**src/rtl/sv_uart_pkg.sv**
```systemverilog
// Shared types and constants for the sv_uart transmit-side blocks.
package sv_uart_pkg;

  typedef enum logic [1:0] {ARB_IDLE, ARB_SEND, ARB_GAP} arb_state_t;

  localparam int GAP_W = 16;

endpackage

```
**src/rtl/sv_uart_rr_pick.sv**
```systemverilog
// Combinational round-robin picker: first set ivalid bit at or after iptr, with wrap.
module sv_uart_rr_pick #(
  parameter  int N_REQ = 4,
  localparam int ID_W  = $clog2(N_REQ)
) (
  input  logic [N_REQ-1:0] ivalid,
  input  logic [ID_W-1:0]  iptr,
  output logic [N_REQ-1:0] ogrant,
  output logic [ID_W-1:0]  oidx,
  output logic             oany
);

  localparam logic [ID_W:0] NREQ_W = (ID_W+1)'(N_REQ);

  logic [2*N_REQ-1:0] dbl;
  logic [N_REQ-1:0]   rot;
  logic [ID_W-1:0]    off;
  logic [ID_W:0]      sum;
  logic               found;

  // Rotating the doubled vector puts iptr at bit 0, so a plain lowest-bit
  // priority encode yields the distance from iptr to the winner.
  always_comb begin
    dbl   = {ivalid, ivalid} >> iptr;
    rot   = dbl[N_REQ-1:0];
    oany  = |ivalid;
    off   = '0;
    found = 1'b0;
    for (int unsigned i = 0; i < N_REQ; i++) begin
      if (!found && rot[i]) begin
        off   = ID_W'(i);
        found = 1'b1;
      end
    end
    sum = {1'b0, iptr} + {1'b0, off};
    if (sum >= NREQ_W) sum = sum - NREQ_W;
    oidx   = sum[ID_W-1:0];
    ogrant = '0;
    if (oany) ogrant[oidx] = 1'b1;
  end

endmodule

```
**src/rtl/sv_uart_tx_arbiter.sv**
```systemverilog
// Round-robin arbiter sharing the sv_uart_engine transmit path between N_REQ
// AXI-stream producers, with a programmable idle gap after each engine handshake.
module sv_uart_tx_arbiter
  import sv_uart_pkg::*;
#(
  parameter  int DATA_WIDTH = 24,
  parameter  int N_REQ      = 4,
  localparam int ID_W       = $clog2(N_REQ)
) (
  input  logic                        iclk,
  input  logic                        irst,
  input  logic [N_REQ*DATA_WIDTH-1:0] s_axis_tdata,
  input  logic [N_REQ-1:0]            s_axis_tvalid,
  output logic [N_REQ-1:0]            s_axis_tready,
  output logic [DATA_WIDTH-1:0]       m_axis_tdata,
  output logic                        m_axis_tvalid,
  input  logic                        m_axis_tready,
  output logic [ID_W-1:0]             m_axis_tid,
  input  logic [GAP_W-1:0]            igap,
  output logic                        obusy
);

  arb_state_t            state_q, state_d;
  logic [ID_W-1:0]       rr_ptr;
  logic [GAP_W-1:0]      gap_cnt;
  logic [DATA_WIDTH-1:0] data_q;
  logic [ID_W-1:0]       tid_q;

  logic [N_REQ-1:0]      pick_grant;
  logic [ID_W-1:0]       pick_idx;
  logic                  pick_any;
  logic [DATA_WIDTH-1:0] win_data;
  logic                  accept;
  logic                  handshake;

  sv_uart_rr_pick #(.N_REQ(N_REQ)) u_pick (
    .ivalid (s_axis_tvalid),
    .iptr   (rr_ptr),
    .ogrant (pick_grant),
    .oidx   (pick_idx),
    .oany   (pick_any)
  );

  always_comb begin
    win_data  = s_axis_tdata[pick_idx*DATA_WIDTH +: DATA_WIDTH];
    accept    = (state_q == ARB_IDLE) && pick_any;
    handshake = (state_q == ARB_SEND) && m_axis_tready;
  end

  always_ff @(posedge iclk or posedge irst) begin
    if (irst) state_q <= ARB_IDLE;
    else      state_q <= state_d;
  end

  always_comb begin
    state_d = state_q;
    unique case (state_q)
      ARB_IDLE: if (pick_any)       state_d = ARB_SEND;
      ARB_SEND: if (m_axis_tready)  state_d = ARB_GAP;
      ARB_GAP:  if (gap_cnt == '0)  state_d = ARB_IDLE;
      default:                      state_d = ARB_IDLE;
    endcase
  end

  // Grant is gated by irst so no requester sees a handshake while reset is held.
  always_comb begin
    obusy         = (state_q != ARB_IDLE);
    m_axis_tvalid = (state_q == ARB_SEND);
    s_axis_tready = ((state_q == ARB_IDLE) && !irst) ? pick_grant : '0;
  end

  always_ff @(posedge iclk or posedge irst) begin
    if (irst) begin
      rr_ptr  <= '0;
      gap_cnt <= '0;
      data_q  <= '0;
      tid_q   <= '0;
    end else begin
      if (accept) begin
        data_q <= win_data;
        tid_q  <= pick_idx;
      end
      if (handshake) begin
        rr_ptr  <= (tid_q == ID_W'(N_REQ-1)) ? '0 : tid_q + 1'b1;
        gap_cnt <= igap;
      end else if ((state_q == ARB_GAP) && (gap_cnt != '0)) begin
        gap_cnt <= gap_cnt - 1'b1;
      end
    end
  end

  assign m_axis_tdata = data_q;
  assign m_axis_tid   = tid_q;

endmodule

```
**config.mk**
```make
export PLATFORM = sky130hd
export DESIGN_NAME = sv_uart_tx_arbiter
export DESIGN_NICKNAME = d
export VERILOG_FILES = /design/src/rtl/sv_uart_pkg.sv /design/src/rtl/sv_uart_rr_pick.sv /design/src/rtl/sv_uart_tx_arbiter.sv
export SDC_FILE = /design/constraint.sdc
export NUM_CORES = 1
export LEC_CHECK = 0
export CORE_UTILIZATION = 45
export CTS_CLUSTER_DIAMETER = 120
export DETAILED_ROUTE_END_ITERATION = 10
export PLACE_DENSITY = 0.84
export RECOVER_POWER = 100
export SYNTH_ARGS = -nofsm -noshare
export SYNTH_HDL_FRONTEND = slang
export SYNTH_SLANG_ARGS = --single-unit
```
**constraint.sdc**
```tcl
create_clock -name iclk -period 4.2 [get_ports iclk]
set_input_delay 0.63 -clock iclk [delete_from_list [all_inputs] [get_ports iclk]]
set_output_delay 0.63 -clock iclk [all_outputs]
set_load 0.02 [all_outputs]
```
==> metrics.cfg <==
[critical_path]
end_kind = primary output
cp-start-kind = input pin
setup.worst_path.start = s_axis_tvalid[1]
critical_path.max_fanout = 6
timing.critical_path.arrival_ns = 3.31
critical_path_required_ns = 3.57
timing.setup.critical_path_class = in -> out
regToRegEndpoint = m_axis_tdata[9]$_DFFE_PP0P_
reg2reg_depth = 7
critical_path.reg2reg.startpoint = rr_ptr[0]$_DFFE_PP0P_
regToRegSetupSlack_ns = 0.85

[power_and_ir_drop]
pwr_density_cell_nw_per_um2 = 725
leakagePower_nw = 1.87
vdd_ir_drop_max_mv = 0.457

[synth]
yosys.area_share.xor_xnor = 0.0358
synth_simple_gate_area_share = 0.248
synth.ff_latch_count = 46
synthesis.area_um2 = 3430
main_flop_type_after_synthesis = dfrtp_1
synth_top_area_frac = 0.336
synth_edf_count = 0
synth-compound-area-share = 0.307
yosys.cell_types.count = 53
synth.area.top_cells = dfrtp_1 34%, nor2b_1 9.1%, a2111oi_2 8.3%
syn-num-nets = 480
seq_area_frac_synth = 0.336
postSynthAreaPerCell_um2 = 9.60
post_synth_inst_count = 357
postSynth.asyncResetShare = 1.00
post_synth_mux_area_share = 0.00657
synth_adder_area_share = 0.0146
ys.warnings.count = 0
dominant_combinational_cell_family_by_area_after_synthesis = compound AO/OA/AOI/OAI gates
post-synth-top-area-cell = dfrtp_1

[cts]
htree_num_levels = 2
clock_latency_ns = 0.29
clk_pin_slew_worst_paths_ns = 0.08
numClockSinks = 46
tritoncts = done
cts_setup_buffers = 0
ctsHoldBuffers = 0
num_cts_buffers = 5
cts-resized-gates = 0
cts_root_buffer = clkbuf_8
ctsLongestPathBuffers = 2

[grt]
number_of_antenna_violations_at_the_first_check_in_global_routing = 0
grt_max_degree = 63
first_pass_grt_wire_length_um = 14700
first_global_vias = 3099
gr-usage-all-layers = 0.244
grt-ovfl-total = 0

[die]
floorplan.initialDensity = 0.470
core_area_um2 = 7290
floorplan.rows = 31
die_area_um2 = 7970
die_x_um = 89.3
dieHeight_um = 89.3
design.portCount = 151

[route]
postRouteAntennaNets = 0
wirelength_um = 9470
drt-wirelength-per-cell_um = 16.1
num_vias = 3234
drt_drc_violations_left = 0
drt-vias-per-instance = 5.48
drt_first_pass_iters = 4
detail_route.iter0.violations = 103

[sta]
unrepaired_setup_endpoints_after_global_routing = no
post-route-min-period_ns = 3.94
finalClockSkew_ns = 0.00363
whs_ns = 0.480
setup_total_negative_slack_ns = 0
max_slew.worst_pin.slew_ns = 1.77
timing.fmax_mhz = 254
finalSetupViolCount = 0
maxSlewHeadroom = -0.184
min_period_over_period = 0.938
timing_max_transition_violations_final = 47
final-hold-violation-count = 0

[placement]
hpwl_um = 7130
dpl-instance-area_um2 = 4970
buffer_ports.inserted = 150
routabilityCongestion = 0.889

[layout]
multiInputGateArea_um2 = 2070
seqCellArea_um2 = 1150
final_cell_area_um2 = 5020
layout_commonest_cell = clkdlybuf4s50_1
fillerInstances = 627
final_cell_mix = 119 x clkdlybuf4s50_1, 50 x nor2b_1, 46 x dfrtp_1, 37 x nand2_1, 31 x dlygate4sd3_1
nNetsFinal = 614
layout_cells_sized_above_1 = 0.130
n_antenna_cell = 0
synthToLayoutAreaGrowth_pct = 46.7

[status]
violated_checks = capacitance limit, slew limit
result_of_the_run = complete, but fails checks

[hold_path]
hold_path_end = m_axis_tdata[21]$_DFFE_PP0P_
min_path_cells = 2
hold_path_class = reg -> reg
hold_startpoint = m_axis_tdata[21]$_DFFE_PP0P_

[run]
maxCapViolCount = 1

-- cell families after synthesis --
family,count (synthesis)
buffers and inverters,36
and+or+nand+nor,149
DFF,46
muxes,2
adders and majority gates,4
AOI/OAI and AO/OA,106
xor gates and xnor gates,14
-- where the power goes --
part / internal (W) / switching [W]
registers: 0.000672 / 0.000175
logic: 0.00103 / 0.00143
clock network: 0.000191 / 0.000147
total: 0.00189 / 0.00175
-- worst max-delay path: stages --
cell and delay [ns]:
dlygate4sd3_1 0.65, nor2_1 0.11, or4_1 0.42, o2111ai_1 0.14, ha_4 0.19, xor2_1 0.33, nand3_2 0.12, nand2_1 0.11
nor4_1 0.05, clkdlybuf4s50_1 0.57
-- synthesized netlist by cell type, types with 2 or more instances --
cell	number
nand2_1	37
a21oi_1	13
nor4b_2	2
nor2b_1	50
a31oi_1	2
dfrtp_1	46
a21o_1	3
a221oi_1	24
o31ai_1	7
ha_1	4
and3b_1	2
o31ai_2	19
buf_4	6
nand3_1	3
or3_4	2
o21ai_0	3
mux2_2	2
inv_1	6
buf_6	2
nor2_1	29
or2_2	2
nand3b_1	3
nor4_2	3
a2111oi_2	19
xnor2_1	8
clkbuf_1	16
a2111oi_0	5
or4_1	2
buf_2	5
nor3_1	3
a21oi_4	2
xor2_1	6
-- per-stage QoR --
step / setup slack [ns] / util / total power (W) / cells
final: 0.259 / 0.689 / 0.00364 / 590
after global routing: 0.0989 / 0.689 / 0.00393 / 590
after CTS: 0.361 / 0.697 / 0.00382 / 590
after detailed placement: 0.382 / 0.681 / 0.00347 / 583
after global placement: 0.443 / 0.681 / 0.00340 / 583
after floorplan: 0.778 / - / 0.00275 / 357
-- worst max path at each step --
stage / end / slack, ns / depth (start not counted)
6_report: s_axis_tready[0] / 0.26 / 10
5_1_grt: s_axis_tready[0] / 0.1 / 10
4_1_cts: s_axis_tready[0] / 0.36 / 9
3_5_place_dp: s_axis_tready[3] / 0.38 / 10
3_3_place_gp: s_axis_tready[3] / 0.44 / 9
2_1_floorplan: s_axis_tready[0] / 0.78 / 7
-- cell type report --
| class | count | share of cell area |
|---|---|---|
| Clock buffer | 6 | 0.0164 |
| Tap cell | 99 | 0.0247 |
| Inverter | 6 | 0.00448 |
| Timing Repair Buffer | 157 | 0.308 |
| Sequential cell | 46 | 0.229 |
| Clock inverter | 1 | 0.00598 |
| Multi-Input combinational cell | 275 | 0.412 |
-- registers in the layout (all words and copies together), names as in the netlist --
signal,cells
state_q,2
rr_ptr,2
gap_cnt,16
m_axis_tid,2
m_axis_tdata,24
-- layer usage --
layer	share of wire	track usage
met5	0	0
met4	0.017	0.0779
met3	0.088	0.0720
met2	0.51	0.437
met1	0.39	0.278
No activity file was read; power rests on OpenSTA's default activity.
